## config.mk

```make
export PLATFORM = sky130hd
export DESIGN_NAME = multi_stepper_ctrl
export DESIGN_NICKNAME = d
export VERILOG_FILES = /design/src/rtl/multi_stepper_ctrl.sv
export SDC_FILE = /design/constraint.sdc
export NUM_CORES = 1
export LEC_CHECK = 0
export CORE_MARGIN = 5
export CORE_UTILIZATION = 60
export CTS_CLUSTER_DIAMETER = 120
export DETAILED_ROUTE_END_ITERATION = 16
export GPL_TIMING_DRIVEN = 0
export PLACE_DENSITY = 0.82
export SKIP_LAST_GASP = 1
export SLEW_MARGIN = 15
export SYNTH_ARGS = -nofsm -noshare
export SYNTH_HDL_FRONTEND = slang
export SYNTH_SLANG_ARGS = --single-unit
```

## constraint.sdc

```tcl
create_clock -name clk -period 12.2 [get_ports clk]
set_input_delay 1.83 -clock clk [delete_from_list [all_inputs] [get_ports clk]]
set_output_delay 1.83 -clock clk [all_outputs]
set_load 0.02 [all_outputs]
```

## src/rtl/multi_stepper_ctrl.sv

```systemverilog
// Multi-axis step/dir pulse generator with per-axis signed position tracking, all axes started by one trigger.
// Latency: dir valid 1 cycle after trigger, first step DIR_SETUP_CYCLES later, done 1 cycle after the slowest axis ends.
// Backpressure: none; en=0 freezes the move in place, abort ends it early with a done strobe.

module multi_stepper_ctrl #(
  parameter int NUM_AXES         = 2,
  parameter int PULSE_NUM_BITS   = 16,
  parameter int PULSE_WIDTH_BITS = 16,
  parameter int POS_BITS         = 24,
  parameter int DIR_SETUP_CYCLES = 4
) (
  input  logic                                 clk,
  input  logic                                 reset,
  input  logic                                 en,
  input  logic                                 trigger,
  input  logic                                 abort,
  input  logic [NUM_AXES*PULSE_NUM_BITS-1:0]   pulse_num,
  input  logic [NUM_AXES*PULSE_WIDTH_BITS-1:0] pulse_width,
  input  logic                                 pos_clear,
  output logic                                 busy,
  output logic                                 done,
  output logic [NUM_AXES-1:0]                  out,
  output logic [NUM_AXES-1:0]                  dir,
  output logic [NUM_AXES*POS_BITS-1:0]         position
);

  localparam int SC_BITS = $clog2(DIR_SETUP_CYCLES + 1);

  typedef enum logic [1:0] {IDLE, SETUP, RUN, DONE} state_t;

  state_t state, state_next;

  logic [SC_BITS-1:0]          setup_cnt;
  logic [PULSE_NUM_BITS-1:0]   remaining [NUM_AXES];
  logic [PULSE_WIDTH_BITS-1:0] width     [NUM_AXES];
  logic [PULSE_WIDTH_BITS-1:0] phase_cnt [NUM_AXES];
  logic [NUM_AXES-1:0]         low;
  logic [POS_BITS-1:0]         pos       [NUM_AXES];

  logic [PULSE_NUM_BITS-1:0]   num_in    [NUM_AXES];
  logic [PULSE_NUM_BITS-1:0]   abs_in    [NUM_AXES];
  logic [PULSE_WIDTH_BITS-1:0] width_in  [NUM_AXES];
  logic [POS_BITS-1:0]         pos_step  [NUM_AXES];
  logic [NUM_AXES-1:0]         hi_end, lo_end, active_next;
  logic                        all_zero, setup_end, start;

  // Slice the flat input buses per axis and derive step magnitudes
  always_comb begin
    for (int i = 0; i < NUM_AXES; i++) begin
      num_in[i]   = pulse_num[i*PULSE_NUM_BITS +: PULSE_NUM_BITS];
      width_in[i] = pulse_width[i*PULSE_WIDTH_BITS +: PULSE_WIDTH_BITS];
      // Negation in PULSE_NUM_BITS unsigned: the most-negative count maps to 2^(N-1)
      abs_in[i]   = num_in[i][PULSE_NUM_BITS-1] ? (~num_in[i] + PULSE_NUM_BITS'(1)) : num_in[i];
    end
  end

  // Per-axis phase-end detection, lookahead of which axes stay active, position step
  always_comb begin
    hi_end      = '0;
    lo_end      = '0;
    active_next = '0;
    all_zero    = 1'b1;
    for (int i = 0; i < NUM_AXES; i++) begin
      pos_step[i]    = '0;
      hi_end[i]      = out[i] && (phase_cnt[i] == width[i] - PULSE_WIDTH_BITS'(1));
      lo_end[i]      = low[i] && (phase_cnt[i] == width[i] - PULSE_WIDTH_BITS'(1));
      // An axis in its final low phase drops out once that phase completes
      active_next[i] = out[i] || (low[i] && !(lo_end[i] && (remaining[i] == '0)));
      if (remaining[i] != '0) all_zero = 1'b0;
      if (state == RUN && en && !abort && hi_end[i])
        pos_step[i] = dir[i] ? '1 : POS_BITS'(1);
    end
  end

  assign setup_end = (setup_cnt == SC_BITS'(DIR_SETUP_CYCLES - 1));
  assign start     = (state == IDLE) && trigger && en;

  // State register
  always_ff @(posedge clk or posedge reset) begin
    if (reset) state <= IDLE;
    else       state <= state_next;
  end

  // Next-state and status outputs
  always_comb begin
    state_next = state;
    busy       = 1'b0;
    done       = 1'b0;
    case (state)
      IDLE: begin
        if (trigger && en) state_next = SETUP;
      end
      SETUP: begin
        busy = 1'b1;
        if (abort)                  state_next = DONE;
        else if (en && setup_end)   state_next = all_zero ? DONE : RUN;
      end
      RUN: begin
        busy = 1'b1;
        if (abort)                          state_next = DONE;
        else if (en && active_next == '0)   state_next = DONE;
      end
      DONE: begin
        done       = 1'b1;
        state_next = IDLE;
      end
      default: state_next = IDLE;
    endcase
  end

  // Direction-setup delay counter, counts enabled SETUP cycles only
  always_ff @(posedge clk or posedge reset) begin
    if (reset)                                setup_cnt <= '0;
    else if (start)                           setup_cnt <= '0;
    else if (state == SETUP && en && !abort)  setup_cnt <= setup_cnt + SC_BITS'(1);
  end

  // Per-axis latch on trigger, then high/low phase sequencing during RUN
  always_ff @(posedge clk or posedge reset) begin
    if (reset) begin
      dir <= '0;
      out <= '0;
      low <= '0;
      for (int i = 0; i < NUM_AXES; i++) begin
        remaining[i] <= '0;
        width[i]     <= '0;
        phase_cnt[i] <= '0;
      end
    end else begin
      for (int i = 0; i < NUM_AXES; i++) begin
        case (state)
          IDLE: begin
            if (trigger && en) begin
              dir[i]       <= num_in[i][PULSE_NUM_BITS-1];
              remaining[i] <= abs_in[i];
              width[i]     <= (width_in[i] == '0) ? PULSE_WIDTH_BITS'(1) : width_in[i];
              phase_cnt[i] <= '0;
              low[i]       <= 1'b0;
              out[i]       <= 1'b0;
            end
          end
          SETUP: begin
            // First step edge coincides with the first RUN cycle
            if (!abort && en && setup_end) begin
              out[i]       <= (remaining[i] != '0);
              phase_cnt[i] <= '0;
            end
          end
          RUN: begin
            if (abort) begin
              out[i] <= 1'b0;
              low[i] <= 1'b0;
            end else if (en) begin
              if (hi_end[i]) begin
                out[i]       <= 1'b0;
                low[i]       <= 1'b1;
                phase_cnt[i] <= '0;
                remaining[i] <= remaining[i] - PULSE_NUM_BITS'(1);
              end else if (lo_end[i]) begin
                low[i]       <= 1'b0;
                out[i]       <= (remaining[i] != '0);
                phase_cnt[i] <= '0;
              end else if (out[i] || low[i]) begin
                phase_cnt[i] <= phase_cnt[i] + PULSE_WIDTH_BITS'(1);
              end
            end
          end
          default: ;
        endcase
      end
    end
  end

  // Position accumulators: clear applies first, then this cycle's step
  always_ff @(posedge clk or posedge reset) begin
    if (reset) begin
      for (int i = 0; i < NUM_AXES; i++) pos[i] <= '0;
    end else begin
      for (int i = 0; i < NUM_AXES; i++)
        pos[i] <= (pos_clear ? '0 : pos[i]) + pos_step[i];
    end
  end

  // Flatten positions onto the output bus
  always_comb begin
    position = '0;
    for (int i = 0; i < NUM_AXES; i++)
      position[i*POS_BITS +: POS_BITS] = pos[i];
  end

endmodule

```

==> results.md, run 1 <==
* Status: complete, no violations
* Router iterations before antenna repair at 6
* Post-synth EDFFs at 0
* RSZ-0062 raised after global routing: false
* DR iter-0 viols at 978
* Die Y at 149 um
* Final Non-Filler Cells at 1861
* Final hold viol count at 0
* Worst-skew pair later-pin latency at 0.42 ns
* Slew Viols, Final at 0
* Ports at 124
* Leakage at 5.93 nW
* Sequential Area at 3880 um^2
* Layout cells sized above 1 at 3.87%
* Synthesized area at 11600 um^2
* Synthesized-area fraction occupied by ao, oa, aoi and oai cells at 21.7%
* Clk sinks at 155
* Synthesized flop and latch total at 155
* Worst Tran Pin Value at 0.995 ns
* Sw Share at 41.7%
* Crit path cell chain: clkdlybuf4s50_1 > clkbuf_1 > buf_1 > clkbuf_1 > clkbuf_1 > clkbuf_1 > nor2b_1 > ha_1 > fa_1 > a21o_1 > a21o_1 > a31oi_1 > o21bai_1 > a21oi_1 > o22ai_1 > a2111o_1 > a41oi_1 > nor2b_1 > o31ai_1 > o21ai_0 > xor2_1
* Synthesized Nets at 1564
* Vias in the first global route at 10900
* Max stage delay cell, worst path: clkdlybuf4s50_1
* HPWL after DPL at 23.9 mm
* H-Tree Depth at 4
* CP Launch Type: input pin
* Avg Cell Area, Syn at 8.00 um^2
* Layout area overhead at 18.8%
* Clock transition at path regs at 0.06 ns
* Setup_tns at 0 ns
* Largest net degree at the start of global routing at 84
* CTS Buffer Depth at 2
* Multiplexer area fraction after synthesis at 0.627%
* TritonCTS clock tree: built
* Total GRT Usage at 29.1%
* Postcts setup bufs at 0
* Routability cong. at 0.933
* Syn Inst Count at 1446
* Fill cells at 1485
* Most common cell on crit path: clkbuf_1
* Die outline area at 22200 um^2
* Commonest non-fill, non-tap cell in the layout: nand2_1
* NumNets Final at 1708
* Clk pwr share at 24.1%
* Placed cell areas at 13200 um^2
* Max-capacitance violation count at 0
* Hold Crit Class: flip-flop to flip-flop
* Pint at 1.29 mW
* Synth Flop Type: dfrtp_1
* Die W at 149 um
* Worst vdd ir at 132 uV
* First-pass GRT wire length at 53.5 mm
* Post-synth cell types at 77
* WL final at 32.4 mm
* Sequential share of the synthesized area at 33.5%
* Top delay family on crit path: buffers and inverters
* Yosys warnings at 0
* Register share of total power at 35.0%
* Synth Area in XOR/XNOR at 9.31%
* Fin crit share at 65.2%
* Post-Synth Simple-Gate Area at 25.8%
* Area of the multi-input gates at 7270 um^2
* Combinational power share at 40.9%
* CTS Hold Bufs at 0
* GRT overflow at 0
* Clock Skew at 0.00726 ns
* Crit path time final at 7.95 ns
* Largest family of logic cells by synthesized area: simple AND/OR/NAND/NOR gates
* Place WS at 4.03 ns
* Area of the core at 18800 um^2
* Root Buffer: clkbuf_16
* Initial antenna violation count at 0
* Crit Path Category: input pin to flip-flop
* Setup slack after layout at 4.25 ns
* Slew HR at 32.6%
* Wire length per cell at 17.4 um
* Initial Utilization at 61.4%
* Cts repair resizes at 0
* Via/cell ratio at 6.23
* Cell Pwr Density at 161 nW/um^2
* Highest Clock Rate at 126 MHz
* Placed cells at 1831
* Worst Path Buf+Inv at 6
* Worst EP required at 12.49 ns
* Post-Synth Adder-Cell Area at 5.32%
* Commonest non-fill, non-tap cells in the layout: nand2_1 (231), dfrtp_1 (155), o21ai_0 (135), clkdlybuf4s50_1 (122), a21oi_1 (93)
* Critical path endpoint category: flip-flop
* CP max FO at 10
* Net Switching at 0.925 mW
* Final instance area at 13700 um^2
* # DRC at 0
* Ant diodes at 0
* Row cnt at 50
* Number of port buffers at 122
* CTS Buf Count at 17
* Largest stage delay, worst path at 0.59 ns
* Routed Antenna Nets at 0
* Hold Slack at 0.505 ns
* Vias post-DR at 11600
* Post-synth ARST share at 100%
* Final setup viols at 0
* WP data arrival at 8.24 ns
routing by layer:
metal  vias up  part of all wire, %  GRT usage [%]  wire [um]
met5         -                    0              0          0
met1      5498                   43           39.4      13800
met4         0                  2.7           9.70        884
met3        77                  7.1           5.32       2320
li1       5501                    -              -          -
met2       517                   48           47.5      15400
worst paths after layout:
path	start	to	slack, ns	cells after the start
worst max-delay path	pos_clear	position[46]	4.25	21
worst min-delay path	remaining[30]	remaining[30]	0.50	1
worst max register to register	width[0]	position[46]	5.03	26
worst min register to register	remaining[30]	remaining[30]	0.50	1
max in group asynchronous	reset	width[13]	9.50	3
min in group asynchronous	reset	position[44]	1.89	2
power by group through the flow:
stage	clock network [mW]	registers, mW	logic [mW]
6_report	0.534	0.776	0.907
5_1_grt	0.564	0.795	1.01
4_1_cts	0.540	0.771	0.891
3_5_place_dp	0	0.778	0.882
3_3_place_gp	0	0.775	0.850
2_1_floorplan	0	0.749	0.635
layout make-up:
cell class,count,area share (%)
inverter,46,1.31
buffer,69,1.92
clock inverter,9,0.892
sequential,155,28.2
tap,260,2.37
timing repair buffer,125,9.17
clock buffer,21,3.28
multi-input combinational,1176,52.8
synth_stat cells, types with 8 or more instances:
| cell | n | area [um^2] |
|---|---|---|
| or4_1 | 14 | 105 |
| nor2_1 | 88 | 330 |
| o21ai_0 | 135 | 676 |
| a22o_1 | 16 | 140 |
| o22ai_1 | 18 | 113 |
| ha_1 | 46 | 576 |
| dfrtp_1 | 155 | 3880 |
| nand2b_1 | 17 | 106 |
| or2_2 | 11 | 68.8 |
| clkbuf_1 | 63 | 236 |
| xor2_1 | 44 | 385 |
| nor3_1 | 32 | 160 |
| o2111ai_1 | 8 | 70.1 |
| nor4_1 | 24 | 150 |
| and3_1 | 27 | 169 |
| a211oi_1 | 8 | 60.1 |
| nand4_1 | 22 | 138 |
| xnor2_1 | 79 | 692 |
| nand3_1 | 32 | 160 |
| inv_1 | 44 | 165 |
| a21o_1 | 21 | 158 |
| nor2b_1 | 52 | 325 |
| a21oi_1 | 93 | 465 |
| a31oi_1 | 13 | 81.3 |
| nand2_1 | 231 | 867 |
| o31ai_1 | 12 | 90.1 |
| o211ai_1 | 10 | 75.1 |
| or3_1 | 16 | 100 |
metrics by stage:
| step | total power, mW | utilization, % |
|---|---|---|
| after floorplan | 1.38 | - |
| after global placement | 1.63 | 69.6 |
| after detailed placement | 1.66 | 70.0 |
| after CTS | 2.20 | 73.0 |
| after global routing | 2.37 | 73.0 |
| final | 2.22 | 73.0 |
kinds of logic after synthesis:
kind of cell,count (synthesis)
fa+ha+maj,48
mux,7
simple gates,599
xor+xnor,123
flops,155
buf+inv,115
compound gates,399
state kept, by name, indices dropped and copies added (netlist names):
register,flops
position,48
out,2
remaining,32
dir,2
width,32
phase_cnt,32
setup_cnt,3
state,2
low,2
No activity file was read; power rests on OpenSTA's default activity.
==> run 2: changes to the inputs <==
CORE_UTILIZATION = 58   (was 60)
PLACE_DENSITY = 0.8   (was 0.82)
clock period = 8.2 ns   (was 12.2 ns; I/O delays follow)
==> results.md, run 2 (same netlist as run 1, synthesis figures left out) <==
* Status: complete, no violations
* WP data arrival at 7.62 ns
* Most common cell on crit path: clkbuf_1
* Top delay family on crit path: buffers and inverters
* Worst Path Buf+Inv at 6
* FF-to-FF setup slack at 1.09 ns
* Vias in the first global route at 10800
* CTS Buffer Depth at 2
* Ant diodes at 0
* Crit Path Category: input pin to flip-flop
* Cts repair resizes at 0
* Largest stage delay, worst path at 0.65 ns
* Fin crit share at 89.2%
* Crit path time final at 7.32 ns
* RR Startpoint: width[0]
* Largest net degree at the start of global routing at 79
* Reg2Reg Depth at 26
* Hold EP: remaining[15]
* Clock transition at path regs at 0.07 ns
* Leakage at 5.95 nW
* Vias post-DR at 11400
* Wire length per cell at 17.4 um
* Slew Viols, Final at 0
* Clk pwr share at 25.5%
* Clk sinks at 155
* HPWL after DPL at 23.8 mm
* Layout area overhead at 19.4%
* Critical path endpoint category: flip-flop
* Sw Share at 41.3%
* Max stage delay cell, worst path: clkdlybuf4s50_1
* Worst-skew pair later-pin latency at 0.43 ns
* Sequential Area at 3880 um^2
* TritonCTS clock tree: built
* Root Buffer: clkbuf_16
* Postcts setup bufs at 0
* Row cnt at 51
* Crit path cell chain: clkdlybuf4s50_1 > clkbuf_1 > buf_1 > clkbuf_1 > clkbuf_1 > clkbuf_1 > nor2b_1 > ha_1 > fa_1 > a21o_1 > a21o_1 > a31oi_1 > o21bai_1 > a21oi_1 > o22ai_1 > a2111o_1 > a41oi_1 > nor2b_1 > o31ai_1 > o21ai_0 > xor2_1
* Pint at 1.97 mW
* GRT overflow at 0
* CTS Hold Bufs at 0
* Die Y at 151 um
* WL final at 32.5 mm
* Clock Skew at 0.0115 ns
* RSZ-0062 raised after global routing: false
* NumNets Final at 1708
* Router iterations before antenna repair at 5
* Total GRT Usage at 28.6%
* Routed Antenna Nets at 0
* Number of port buffers at 122
* Max reg flops at 48
* Area of the core at 19500 um^2
* Slew HR at 26.3%
* Final hold viol count at 0
* Setup_tns at 0 ns
* First-pass GRT wire length at 53.1 mm
* # DRC at 0
* Worst EP required at 8.51 ns
* Combinational power share at 39.9%
* Highest Clock Rate at 137 MHz
* Via/cell ratio at 6.12
* Die outline area at 22900 um^2
* Final setup viols at 0
* CP Launch Type: input pin
* Worst Tran Pin Value at 1.09 ns
* Crit path launch: pos_clear
* Ports at 124
* Commonest non-fill, non-tap cells in the layout: nand2_1 (231), dfrtp_1 (155), o21ai_0 (135), clkdlybuf4s50_1 (122), a21oi_1 (93)
* Routability cong. at 0.932
* Cell Pwr Density at 242 nW/um^2
* Initial antenna violation count at 1
* Die W at 151 um
* Placed cell areas at 13200 um^2
* Max-capacitance violation count at 0
* R2r endpoint: position[46]
* Area of the multi-input gates at 7270 um^2
* Fill cells at 1557
* Hold path startpoint: remaining[15]
* Hold path depth at 1
* DR iter-0 viols at 818
* Register share of total power at 34.6%
* CTS Buf Count at 17
* CP max FO at 10
* Final instance area at 13800 um^2
* Layout cells sized above 1 at 4.12%
* Net Switching at 1.38 mW
* Hold Crit Class: flip-flop to flip-flop
* Initial Utilization at 59.2%
* Commonest non-fill, non-tap cell in the layout: nand2_1
* H-Tree Depth at 4
* Worst vdd ir at 191 uV
-- run 2: layout make-up --
cell class                 instances  area share [%]
inverter                          46            1.30
sequential                       155            28.1
multi-input combinational       1176            52.6
timing repair buffer             125            9.13
tap                              265            2.40
buffer                            69            1.91
clock inverter                    12            1.23
clock buffer                      20            3.31
-- run 2: per-stage QoR --
| step | worst slack, ns | utilization (%) | power (mW) | instances | hold slack, ns |
|---|---|---|---|---|---|
| 2_1_floorplan | 1.93 | - | 2.06 | 1446 | 0.464 |
| 3_3_place_gp | 0.116 | 67.2 | 2.43 | 1833 | 0.481 |
| 3_5_place_dp | 0.565 | 67.5 | 2.47 | 1836 | 0.485 |
| 4_1_cts | 0.978 | 70.7 | 3.33 | 1868 | 0.502 |
| 5_1_grt | 0.498 | 70.7 | 3.56 | 1868 | 0.514 |
| 6_report | 0.884 | 70.7 | 3.35 | 1868 | 0.506 |
-- run 2: worst max path at each step --
stage | end | slack [ns] | depth (start not counted)
final | position[46] | 0.88 | 21
after floorplan | position[23] | 1.93 | 18
after detailed placement | position[46] | 0.57 | 21
after CTS | position[46] | 0.98 | 21
after global placement | position[23] | 0.12 | 16
after global routing | position[46] | 0.50 | 26
-- run 2: metal layers --
layer,global-route usage (%),vias to the layer above,wire length [um]
li1,-,5503,-
met2,47.1,483,15400
met1,37.8,5363,14000
met3,5.39,75,2290
met5,0,-,13
met4,9.97,2,777
-- run 2: power groups by stage --
stage | clock, mW | sequential (mW) | combinational, mW
after floorplan | 0 | 1.11 | 0.945
after global placement | 0 | 1.16 | 1.27
after detailed placement | 0 | 1.16 | 1.31
after CTS | 0.857 | 1.15 | 1.32
after global routing | 0.891 | 1.18 | 1.48
final | 0.854 | 1.16 | 1.33
